`src/rtl/pc_seq_unit.sv`:
```
// pc_seq_unit: parametrised program counter for the pipeline front end.
// Supports auto-increment, stall, and redirect. A one-deep buffer keeps a
// redirect that arrives during a stall until the stall is released.
// All state changes on the falling edge of clk. rst is asynchronous.
// Optional macro PC_REDIRECT_COUNT_EN adds a 32-bit saturating count of
// applied redirects. Without the macro, redirect_count is tied to zero.
module pc_seq_unit #(
  parameter int               WIDTH        = 32,
  parameter logic [WIDTH-1:0] RESET_VECTOR = '0,
  parameter int               STEP         = 4,
  parameter int               ALIGN_BITS   = 2
) (
  input  logic             clk,
  input  logic             rst,
  input  logic             stall,
  input  logic             redirect_valid,
  input  logic [WIDTH-1:0] redirect_target,
  output logic [WIDTH-1:0] pc_out,
  output logic [WIDTH-1:0] pc_next_seq,
  output logic             redirect_pending,
  output logic             misalign,
  output logic [31:0]      redirect_count
);

  typedef enum logic [1:0] {RUN, HOLD, HOLD_PEND} state_t;
  typedef enum logic [1:0] {SEL_HOLD, SEL_STEP, SEL_TARGET, SEL_BUFFER} pc_sel_t;

  // A mask of zero (ALIGN_BITS = 0) turns the alignment check off.
  localparam logic [WIDTH-1:0] ALIGN_MASK = WIDTH'((64'd1 << ALIGN_BITS) - 64'd1);
  localparam logic [WIDTH-1:0] STEP_W     = WIDTH'(STEP);

  state_t           state;
  state_t           state_next;
  pc_sel_t          pc_sel;
  logic             buf_load;
  logic [WIDTH-1:0] pc;
  logic [WIDTH-1:0] pend_target;
  logic [WIDTH-1:0] target_clean;
  logic             target_bad;

  assign target_clean     = redirect_target & ~ALIGN_MASK;
  assign target_bad       = |(redirect_target & ALIGN_MASK);
  assign pc_out           = pc;
  assign pc_next_seq      = pc + STEP_W;
  assign redirect_pending = (state == HOLD_PEND);

  // State register: reset returns to RUN and drops any buffered redirect.
  always_ff @(negedge clk or posedge rst) begin
    if (rst) state <= RUN;
    else     state <= state_next;
  end

  // Next-state logic: stall decides whether the FSM is in a hold state.
  // redirect_valid decides whether a target is waiting in the buffer.
  always_comb begin
    state_next = state;
    if (stall) begin
      if (redirect_valid || state == HOLD_PEND) state_next = HOLD_PEND;
      else                                      state_next = HOLD;
    end else begin
      state_next = RUN;
    end
  end

  // Datapath control: choose the PC source and when to load the buffer.
  // A new redirect takes priority over a buffered one.
  always_comb begin
    pc_sel   = SEL_HOLD;
    buf_load = 1'b0;
    if (stall) begin
      buf_load = redirect_valid;
    end else if (redirect_valid) begin
      pc_sel = SEL_TARGET;
    end else if (state == HOLD_PEND) begin
      pc_sel = SEL_BUFFER;
    end else begin
      pc_sel = SEL_STEP;
    end
  end

  // PC, redirect buffer and misalign pulse registers.
  // misalign flags any captured target whose low bits were not zero.
  always_ff @(negedge clk or posedge rst) begin
    if (rst) begin
      pc          <= RESET_VECTOR;
      pend_target <= '0;
      misalign    <= 1'b0;
    end else begin
      case (pc_sel)
        SEL_STEP:   pc <= pc + STEP_W;
        SEL_TARGET: pc <= target_clean;
        SEL_BUFFER: pc <= pend_target;
        default:    pc <= pc;
      endcase
      if (buf_load) pend_target <= target_clean;
      misalign <= redirect_valid && target_bad;
    end
  end

`ifdef PC_REDIRECT_COUNT_EN
  logic [31:0] count_q;
  logic        count_inc;

  assign count_inc      = (pc_sel == SEL_TARGET) || (pc_sel == SEL_BUFFER);
  assign redirect_count = count_q;

  // Applied-redirect counter. It stops at all-ones instead of wrapping.
  always_ff @(negedge clk or posedge rst) begin
    if (rst)                              count_q <= '0;
    else if (count_inc && count_q != '1)  count_q <= count_q + 32'd1;
  end
`else
  assign redirect_count = '0;
`endif

endmodule

```
`config.mk`:
```
export PLATFORM = sky130hd
export DESIGN_NAME = pc_seq_unit
export DESIGN_NICKNAME = d
export VERILOG_FILES = /design/src/rtl/pc_seq_unit.sv
export SDC_FILE = /design/constraint.sdc
export NUM_CORES = 1
export LEC_CHECK = 0
export CORE_MARGIN = 2
export CORE_UTILIZATION = 48
export DETAILED_ROUTE_END_ITERATION = 12
export PLACE_DENSITY = 0.9
export SLEW_MARGIN = 20
export SYNTH_ARGS = -nofsm -noshare
export SYNTH_HDL_FRONTEND = slang
export SYNTH_SLANG_ARGS = --single-unit
```
`constraint.sdc`:
```
create_clock -name clk -period 3.02 [get_ports clk]
set_input_delay 0.604 -clock clk [delete_from_list [all_inputs] [get_ports clk]]
set_output_delay 0.604 -clock clk [all_outputs]
set_load 0.01 [all_outputs]
```
==> reports/qor.yml <==
power_and_ir_drop:
  p_int_mw: 2.15
  clockPowerShare: 0.208
  pwr-share-seq: 0.323
  power_switching_mw: 1.29
  p_total_mw: 3.44
  vdd_ir_drop_max_uv: 342
  switching_share: 0.376
  leakagePower_nw: 3.58
  powerDensity_nw_per_um2: 456
  power_frac_comb: 0.469
global_routing:
  gr-max-usage-layer: "met2"
  grt.met3_usage: 0.109
  antenna_found_initial: 0
  use_met1: 0.435
  grt_max_degree: 40
  grt_use_met2: 0.647
  track_usage: 0.384
  grt_pass1_wl_um: 29400
  first_global_vias: 5440
  grt_remaining_overflow: 0
clocking:
  cts_root_buf: "clkbuf_8"
  cts_tree: "yes"
  cts_htree_levels: 3
  cts.sinks: 63
  cts.clk_slew.worst_paths_ns: 0.05
  clk_latency_ns: 0.36
  cts.path.max_buffers: 2
  cts_buffers: 9
routing:
  wl_per_cell_um: 26.8
  final_antenna_net_count: 0
  drcViolationCount: 0
  num_vias: 5561
  wl_um: 22100
  routed_via_density: 6.74
  drt_first_pass_iters: 5
  drtIter0Drc: 517
floorplanning:
  core_area_um2: 8720
  die_h_um: 98.8
  rows: 34
  die-width_um: 98.8
  die_area_um2: 9760
  ioPinCount: 134
  initial_core_util: 0.494
finish:
  finalNetCount: 749
  diodes: 0
  drive_gt1_frac: 0.499
  layoutNonFillerInstCount: 825
  syn2layout_area_growth_pct: 75.2
synth:
  synthFlopType: "dfrtn_1"
  ys_warn_count: 0
  synth_common_cells: "dfrtn_1, buf_4, nand2_1"
  syn_area_per_cell_um2: 9.06
  async_flop_share: 1.00
  synth_edf_count: 0
  seq_area_frac_synth: 0.366
  syn-cell-area_um2: 4310
  synth_seq_cells: 63
  yosysMostFrequentCell: "dfrtn_1"
  synth_top_cell_by_area: "dfrtn_1"
  synth_top_area_frac: 0.366
  synthCells: 476
  netlist_top_cells_area: "dfrtn_1, mux2_2, buf_4, a21oi_1, nand2_1"
  synth_cell_types: 60
worst_hold_path:
  min_path_type: "reg -> reg"
placed_design:
  dp.cells: 751
  dp_hpwl_um: 10400
  gp_congestion: 1.04
  port_buffers: 97
critical_path:
  worst-path-max-fanout: 5
  cp_slowest_cell: "dfrtn_1"
  cp-end-kind: "output port"
  slowest_delay_ns: 0.45
  arrival_ns: 3.98
  worstSetupPathType: "reg -> out"
  crit_chain: "buf_4 -> buf_6 -> ha_4 -> nand3_4 -> buf_12 -> nor4_4 -> buf_6 -> buf_12 -> and3_4 -> xor2_1 -> buf_2"
  cp-start-kind: "register"
  required_ns: 2.42
job:
  drv_cap: 0
sta:
  final_max_slew_viol_count: 0
  final.setup.worst_slack_ns: -1.56
  max_slew.worst_pin.slew_ns: 0.598
  relSlewSlack: 0.596
  finClkSkew_ns: 0.0102
  fin_setup_tns_ns: -42.03
  rsz0062_at_grt: "true"
  setup_viol: 64
  final_hold_viol_count: 0
run_status:
  violations: "negative setup slack"
  outcome: "finished with violations"
[per-stage QoR]
stage          hold WS [ns]  cell area, um2  worst slack [ns]   util
6_report              0.453            7550             -1.56  0.866
3_5_place_dp          0.447            6400             -1.35  0.734
3_3_place_gp          0.446            6400             -1.31  0.734
2_1_floorplan         0.424            5050            -0.965      -
4_1_cts               0.451            7220             -1.41  0.828
5_1_grt               0.472            7550             -1.58  0.866
[flip-flops by register name, summed over array words and instances, names as in the netlist]
register     flops
misalign         1
pc_out          30
pend_target     30
state            2
[routing by layer]
metal | share of wire | vias up
met5 | 0 | -
met4 | 0.088 | 0
met3 | 0.11 | 213
met2 | 0.47 | 586
met1 | 0.33 | 2624
li1 | - | 2138
[placed cells by master (no fill, tap or decap), types with 13 or more instances in the layout]
| master | Yosys | layout |
|---|---|---|
| dfrtn_1 | 63 | 63 |
| buf_6 | 0 | 96 |
| conb_1 | 1 | 36 |
| nor2_1 | 18 | 13 |
| nand2_1 | 34 | 29 |
| clkdlybuf4s50_1 | 0 | 32 |
| buf_2 | 3 | 26 |
| mux2_4 | 0 | 28 |
| a21oi_1 | 26 | 23 |
| buf_4 | 36 | 91 |
[worst max-delay path, delay by kind of cell (launching register included)]
kind | cells | cell delay, ns
fa+ha+maj | 1 | 0.14
simple gates | 3 | 0.50
flops | 1 | 0.45
buf+inv | 6 | 0.83
xor+xnor | 1 | 0.17
[power by group through the flow]
stage                     Combinational, mW  Clock [mW]  Sequential [mW]
after CTS                              1.43       0.675             1.08
after detailed placement               1.26           0             1.09
after global placement                 1.21           0             1.07
after floorplan                       0.622           0             1.14
after global routing                   1.66       0.739             1.11
final                                  1.61       0.717             1.11
[repair_timing]
item	4_1_cts	5_1_grt
buffers inserted	47	35
hold buffers	0	0
pin swaps	23	32
endpoints found under the setup margin	63	72
cloned	0	1
gates resized for setup	360	77
[final cells by class]
class	count	area, um2
Sequential cell	63	1580
Multi-Input combinational cell	362	3090
Tap cell	108	135
Clock buffer	16	170
Inverter	13	57.6
Timing Repair Buffer	263	2520
Fill cell	367	1170
[logic make-up (layout without fill, tap and decap cells)]
| group | after synthesis | count (layout) | share of synthesized area |
|---|---|---|---|
| and+or+nand+nor | 159 | 159 | 0.214 |
| AOI/OAI and AO/OA | 103 | 103 | 0.162 |
| buffers and inverters | 86 | 292 | 0.107 |
| DFF | 63 | 63 | 0.366 |
| muxes | 37 | 37 | 0.0946 |
| xor gates and xnor gates | 26 | 26 | 0.0528 |
| adders and majority gates | 1 | 1 | 0.00290 |
| other | 1 | 36 | 0.000870 |
[path summary, 6_finish.rpt]
kind	startpoint	endpoint	slack, ns	depth (start not counted)
min reg2reg	pend_target[17]$_DFFE_NP0P_	pend_target[17]$_DFFE_NP0P_	0.45	1
min	pend_target[17]$_DFFE_NP0P_	pend_target[17]$_DFFE_NP0P_	0.45	1
max in group asynchronous	rst	pc_out[12]$_DFFE_NP0P_	0.59	3
max	pc_out[2]$_DFFE_NP0P_	pc_next_seq[28]	-1.56	11
max reg2reg	pc_out[2]$_DFFE_NP0P_	pc_out[21]$_DFFE_NP0P_	0.32	11
min in group asynchronous	rst	pend_target[4]$_DFFE_NP0P_	2.07	3
Power figures use the tool's default switching activity.
